==> config.mk <==
export PLATFORM = sky130hd
export DESIGN_NAME = hazard_sequencer_flat
export DESIGN_NICKNAME = d
export VERILOG_FILES = /design/src/rtl/hazard_sequencer_if.sv /design/src/rtl/hazard_sequencer.sv /design/src/flat_wrapper.sv
export SDC_FILE = /design/constraint.sdc
export NUM_CORES = 1
export LEC_CHECK = 0
export CELL_PAD_IN_SITES_DETAIL_PLACEMENT = 1
export CELL_PAD_IN_SITES_GLOBAL_PLACEMENT = 1
export CORE_UTILIZATION = 33
export CTS_CLUSTER_DIAMETER = 100
export DETAILED_ROUTE_END_ITERATION = 7
export PLACE_DENSITY = 0.7
export SETUP_SLACK_MARGIN = 0.15
export SYNTH_ARGS = -nofsm -noshare
export SYNTH_HDL_FRONTEND = slang
export SYNTH_SLANG_ARGS = --single-unit
==> constraint.sdc <==
create_clock -name clk_i -period 3 [get_ports clk_i]
set_clock_uncertainty 0.1 [all_clocks]
set_input_delay 0.9 -clock clk_i [delete_from_list [all_inputs] [get_ports clk_i]]
set_output_delay 0.9 -clock clk_i [all_outputs]
set_load 0.02 [all_outputs]
==> src/rtl/hazard_sequencer_if.sv <==
// Pipeline-side bundle for the hazard sequencer: decode/execute hazard
// inputs and the stall/flush controls the sequencer returns.
interface hazard_sequencer_if;
    logic       id_valid_i;
    logic [4:0] id_rs1_i;
    logic [4:0] id_rs2_i;
    logic       id_uses_rs1_i;
    logic       id_uses_rs2_i;
    logic       dx_valid_i;
    logic [4:0] dx_rd_i;
    logic       dx_memread_i;
    logic       dx_ready_i;
    logic       branch_taken_i;
    logic       dx_valid_o;
    logic       fd_ready_o;
    logic       pc_hold_o;
    logic       dx_flush_o;

    // Pipeline side: presents hazard information, consumes controls.
    modport master (
        output id_valid_i, id_rs1_i, id_rs2_i, id_uses_rs1_i, id_uses_rs2_i,
        output dx_valid_i, dx_rd_i, dx_memread_i, dx_ready_i, branch_taken_i,
        input  dx_valid_o, fd_ready_o, pc_hold_o, dx_flush_o
    );

    // Sequencer side.
    modport slave (
        input  id_valid_i, id_rs1_i, id_rs2_i, id_uses_rs1_i, id_uses_rs2_i,
        input  dx_valid_i, dx_rd_i, dx_memread_i, dx_ready_i, branch_taken_i,
        output dx_valid_o, fd_ready_o, pc_hold_o, dx_flush_o
    );
endinterface

==> src/rtl/hazard_sequencer.sv <==
// Hazard sequencer: inserts a one-cycle bubble on load-use hazards and
// holds the pipeline flush for FlushCycles cycles after a taken branch.
// Stall/flush controls are combinational from state and current inputs;
// state and performance counters are registered.
module hazard_sequencer #(
    parameter int FlushCycles = 2,
    parameter int CountWidth  = 32
) (
    input  logic                  clk_i,
    input  logic                  reset_i,
    hazard_sequencer_if.slave     hz,
    output logic [1:0]            state_o,
    output logic [CountWidth-1:0] stall_cnt_o,
    output logic [CountWidth-1:0] flush_cnt_o
);
    typedef enum logic [1:0] {
        ST_RUN        = 2'd0,
        ST_LOAD_STALL = 2'd1,
        ST_FLUSH      = 2'd2
    } state_t;

    // Flush cycles still owed after the cycle the branch was taken.
    localparam logic [2:0] FlushExtra = 3'(FlushCycles - 1);

    state_t                state_reg;
    logic [2:0]            remaining_reg;
    logic [CountWidth-1:0] stall_cnt_reg;
    logic [CountWidth-1:0] flush_cnt_reg;

    logic load_use;
    logic branch_eff;
    logic flushing;
    logic stall_req;
    logic enter_stall;

    // Producer in DX is a load whose destination decode is about to read;
    // x0 is never a real dependency.
    assign load_use = hz.dx_valid_i & hz.dx_memread_i & (hz.dx_rd_i != 5'd0) & hz.id_valid_i &
                      ((hz.id_uses_rs1_i & (hz.id_rs1_i == hz.dx_rd_i)) |
                       (hz.id_uses_rs2_i & (hz.id_rs2_i == hz.dx_rd_i)));

    // A branch seen while reset is held must not raise the flush line.
    assign branch_eff  = hz.branch_taken_i & ~reset_i;
    assign flushing    = (state_reg == ST_FLUSH) | branch_eff;
    // The load has already advanced once we are in LOAD_STALL, so the
    // same comparison must not stall a second time.
    assign stall_req   = load_use & (state_reg != ST_LOAD_STALL);
    assign enter_stall = (state_reg == ST_RUN) & ~branch_eff & load_use & hz.dx_ready_i;

    // Pipeline controls: flush beats stall beats normal flow.
    always_comb begin
        hz.dx_valid_o = hz.id_valid_i;
        hz.fd_ready_o = hz.dx_ready_i;
        hz.pc_hold_o  = ~hz.dx_ready_i;
        hz.dx_flush_o = 1'b0;
        if (flushing) begin
            hz.dx_valid_o = 1'b0;
            hz.fd_ready_o = 1'b1;
            hz.pc_hold_o  = 1'b0;
            hz.dx_flush_o = 1'b1;
        end else if (stall_req) begin
            hz.dx_valid_o = 1'b0;
            hz.fd_ready_o = 1'b0;
            hz.pc_hold_o  = 1'b1;
        end
    end

    // State sequencing plus saturating stall/flush counters.
    always_ff @(posedge clk_i or posedge reset_i) begin
        if (reset_i) begin
            state_reg     <= ST_RUN;
            remaining_reg <= 3'd0;
            stall_cnt_reg <= '0;
            flush_cnt_reg <= '0;
        end else begin
            case (state_reg)
                ST_FLUSH: begin
                    if (remaining_reg <= 3'd1) begin
                        state_reg     <= ST_RUN;
                        remaining_reg <= 3'd0;
                    end else begin
                        remaining_reg <= remaining_reg - 3'd1;
                    end
                end
                default: begin
                    if (branch_eff) begin
                        if (FlushCycles > 1) begin
                            state_reg     <= ST_FLUSH;
                            remaining_reg <= FlushExtra;
                        end else begin
                            state_reg     <= ST_RUN;
                            remaining_reg <= 3'd0;
                        end
                    end else if (enter_stall) begin
                        state_reg <= ST_LOAD_STALL;
                    end else begin
                        state_reg <= ST_RUN;
                    end
                end
            endcase

            if (enter_stall && (stall_cnt_reg != '1)) begin
                stall_cnt_reg <= stall_cnt_reg + CountWidth'(1);
            end
            if (hz.dx_flush_o && (flush_cnt_reg != '1)) begin
                flush_cnt_reg <= flush_cnt_reg + CountWidth'(1);
            end
        end
    end

    assign state_o     = state_reg;
    assign stall_cnt_o = stall_cnt_reg;
    assign flush_cnt_o = flush_cnt_reg;
endmodule

==> src/flat_wrapper.sv <==
// flat-port wrapper written by rule: the top's interface ports become plain ports
module hazard_sequencer_flat 
#(
    parameter int FlushCycles = 2,
    parameter int CountWidth  = 32
)
  (clk_i, reset_i, state_o, stall_cnt_o, flush_cnt_o, hz_id_valid_i, hz_id_rs1_i, hz_id_rs2_i, hz_id_uses_rs1_i, hz_id_uses_rs2_i, hz_dx_valid_i, hz_dx_rd_i, hz_dx_memread_i, hz_dx_ready_i, hz_branch_taken_i, hz_dx_valid_o, hz_fd_ready_o, hz_pc_hold_o, hz_dx_flush_o);
  hazard_sequencer_if hz_i ();
  input  logic clk_i;
  input  logic reset_i;
  output logic [1:0] state_o;
  output logic [CountWidth-1:0] stall_cnt_o;
  output logic [CountWidth-1:0] flush_cnt_o;
  input wire logic [$bits(hz_i.id_valid_i)-1:0] hz_id_valid_i;
  input wire logic [$bits(hz_i.id_rs1_i)-1:0] hz_id_rs1_i;
  input wire logic [$bits(hz_i.id_rs2_i)-1:0] hz_id_rs2_i;
  input wire logic [$bits(hz_i.id_uses_rs1_i)-1:0] hz_id_uses_rs1_i;
  input wire logic [$bits(hz_i.id_uses_rs2_i)-1:0] hz_id_uses_rs2_i;
  input wire logic [$bits(hz_i.dx_valid_i)-1:0] hz_dx_valid_i;
  input wire logic [$bits(hz_i.dx_rd_i)-1:0] hz_dx_rd_i;
  input wire logic [$bits(hz_i.dx_memread_i)-1:0] hz_dx_memread_i;
  input wire logic [$bits(hz_i.dx_ready_i)-1:0] hz_dx_ready_i;
  input wire logic [$bits(hz_i.branch_taken_i)-1:0] hz_branch_taken_i;
  output wire logic [$bits(hz_i.dx_valid_o)-1:0] hz_dx_valid_o;
  output wire logic [$bits(hz_i.fd_ready_o)-1:0] hz_fd_ready_o;
  output wire logic [$bits(hz_i.pc_hold_o)-1:0] hz_pc_hold_o;
  output wire logic [$bits(hz_i.dx_flush_o)-1:0] hz_dx_flush_o;
  assign hz_i.id_valid_i = hz_id_valid_i;
  assign hz_i.id_rs1_i = hz_id_rs1_i;
  assign hz_i.id_rs2_i = hz_id_rs2_i;
  assign hz_i.id_uses_rs1_i = hz_id_uses_rs1_i;
  assign hz_i.id_uses_rs2_i = hz_id_uses_rs2_i;
  assign hz_i.dx_valid_i = hz_dx_valid_i;
  assign hz_i.dx_rd_i = hz_dx_rd_i;
  assign hz_i.dx_memread_i = hz_dx_memread_i;
  assign hz_i.dx_ready_i = hz_dx_ready_i;
  assign hz_i.branch_taken_i = hz_branch_taken_i;
  assign hz_dx_valid_o = hz_i.dx_valid_o;
  assign hz_fd_ready_o = hz_i.fd_ready_o;
  assign hz_pc_hold_o = hz_i.pc_hold_o;
  assign hz_dx_flush_o = hz_i.dx_flush_o;
  hazard_sequencer #(.FlushCycles(FlushCycles), .CountWidth(CountWidth)) u_core (.clk_i(clk_i), .reset_i(reset_i), .hz(hz_i), .state_o(state_o), .stall_cnt_o(stall_cnt_o), .flush_cnt_o(flush_cnt_o));
endmodule
==> impl_metrics.toml <==
[drt]
detail_route.wl_per_cell_microns = 15.5
dr.pass1.iters = 4
antenna_left = 0
route.detailed.drc = 0
routed.top_layer = "met4"
wl_met3_microns = 360
vias = 3008
met1_length_microns = 4450
via_per_inst = 4.96
drtIter0Drc = 70
routed_wl_microns = 9390
wl_met2_microns = 4450

[timing]
fmax_mhz = 336
fin_crit_ns = 2.97
final.setup.tns_ns = 0
worstMarginPinSlew_ns = 0.560
rsz0062_at_grt = "yes"
setup_ws_ns = 0.0267
setup_viol = 0
hold_viol_final = 0
slew_violations = 0
fin_crit_sh_pct = 99.1
hold_ws_ns = 0.395
slew_headroom_pct = 62.7

[clocking]
cts_made_buffers = 9
clkLatencyLatePin_ns = 0.35
clkTransAtPathRegs_ns = 0.08
root_buffer = "clkbuf_8"
cts_tree = "done"
cts.sinks = 69
ctsHtreeMaxLevel = 3
clock_path_buffers = 2

[power_and_ir_drop]
ir_drop_uv = 368
power_density_nw_per_um2 = 490
cellLeakagePower_nw = 2.34
totalPowerFinal_mw = 2.48

[placed_design]
dp.cells = 585
place_ws_ns = -0.863
placed_area_sq_um = 4740
hpwl_microns = 6730
gp_congestion = 0.761
portBuffers = 93

[finish]
fin_nets = 494
layout-drive-gt1-share_pct = 21.1
fin_cells = 606
area_delta_synth_final_pct = 43.5
n_fill_cell = 1183
final_cell_mix = "dfrtp_1, clkdlybuf4s50_1, nor2_1, xor2_1, xnor2_1"
final_util_pct = 48.8
fin_area_sq_um = 5060
diodes = 0
layout_commonest_cell = "dfrtp_1"

[die]
ios = 94
dieHeight_microns = 105
num_rows = 37
start_util_pct = 34.0
core_area_sq_um = 10400
dieArea_sq_um = 11100
die_x_microns = 105

[status]
status = "finished clean"

[synth]
post-synth-top-area-fraction_pct = 48.9
yosys_warnings = 0
yosysSeqAreaShare_pct = 48.9
avgSynthCellArea_sq_um = 10.2
ys_types = 43
yosysTopAreaCell = "dfrtp_1"
ys_ff_latch = 69
synth_fp_nets = 374
synth_area_sq_um = 3530
synthTopCellsByArea = "dfrtp_1, xor2_1, xnor2_1"
synthCells = 346

[critical_path]
critPathMaxFanout = 3
critPathSlowestCell = "o22ai_2"
end_kind = "output pin"
start_kind = "primary input"
required_ns = 2.00
cp.arrival_ns = 1.97
path_cells = "buf_2 -> xnor2_2 -> nand4_1 -> o22ai_2 -> nand3_2 -> a21oi_4 -> inv_2 -> buf_6"
ff2ff_setup_slack_ns = 0.77
cpPeakStageDelay_ns = 0.18
criticalPathCategory = "primary input to output pin"

[job]
cap_violations = 0

[grt]
grt_pass1_wl_microns = 15900
grt_start_max_net_pins = 44
grt_pass1_vias = 3135
antenna_found_initial = 0
track_usage_pct = 18.2
grt_overflow = 0

[hold_path]
hp-class = "register to register"
[kinds of logic (layout without fill, tap and decap cells)]
group / count (synthesis) / in the layout / synth area share (%)
buffers and inverters: 19 / 143 / 2.34
DFF: 69 / 69 / 48.9
muxes: 3 / 3 / 0.957
and+or+nand+nor: 165 / 165 / 25.7
AOI/OAI and AO/OA: 17 / 17 / 3.55
xor gates and xnor gates: 69 / 69 / 17.1
adders and majority gates: 4 / 4 / 1.42
[area by class of cell]
type / instances / area, sq um / area share [%]
Sequential cell: 69 / 1730 / 34.1
Inverter: 16 / 61.3 / 1.21
Timing Repair Buffer: 112 / 1050 / 20.7
Clock inverter: 4 / 48.8 / 0.963
Clock buffer: 11 / 141 / 2.79
Multi-Input combinational cell: 258 / 1870 / 36.9
Tap cell: 136 / 170 / 3.36
[path summary, 6_finish.rpt]
path,from,to,depth (start not counted)
min in group asynchronous,reset_i,u_core.flush_cnt_o[1],4
max reg2reg,u_core.stall_cnt_o[11],u_core.stall_cnt_o[1],6
min reg2reg,u_core.flush_cnt_o[7],u_core.flush_cnt_o[7],1
max in group asynchronous,reset_i,u_core.stall_cnt_o[31],4
max,hz_dx_rd_i[0],hz_fd_ready_o,8
min,u_core.flush_cnt_o[7],u_core.flush_cnt_o[7],1
[Yosys cell counts (all sizes together)]
cell and number:
and3 12, nor4 5, ha 4, o22ai 1, a31oi 1, or3 3, and2 4, a32o 1
clkinv 1, mux2 3, clkbuf 1, nand2 27, nor3 21, xor2 35, o21bai 1, o21ai 1
o311a 1, nand4 19, buf 2, dfrtp 69, inv 15, a2111oi 1, and4 6, o32ai 1
nand3 28, a41oi 1, nor2 36, nand3b 1, nand2b 3, a21oi 7, o21a 1, xnor2 34
[routing by layer]
layer  vias up  track usage [%]
met1      1494             24.7
li1       1436                -
met4         0             5.73
met5         -                0
met3         9             3.46
met2        69             29.2
[critical path: cells and delay by family]
family | cells | cell delay [ns]
compound gates | 2 | 0.34
simple gates | 2 | 0.27
xor+xnor | 1 | 0.15
buf+inv | 3 | 0.31
[report_power, final]
part / internal, mW / switching (mW) / leakage [nW]
registers: 1.00 / 0.0906 / 0.909
logic: 0.300 / 0.334 / 1.33
clock network: 0.401 / 0.354 / 0.0992
total: 1.70 / 0.779 / 2.34
[timing repair]
item	4_1_cts	5_1_grt
setup buffers	6	0
endpoints found under the setup margin	4	20
cloned	0	0
resized for setup	103	16
hold buffers	0	0
pin swaps	19	8
No activity file was read; power rests on OpenSTA's default activity.
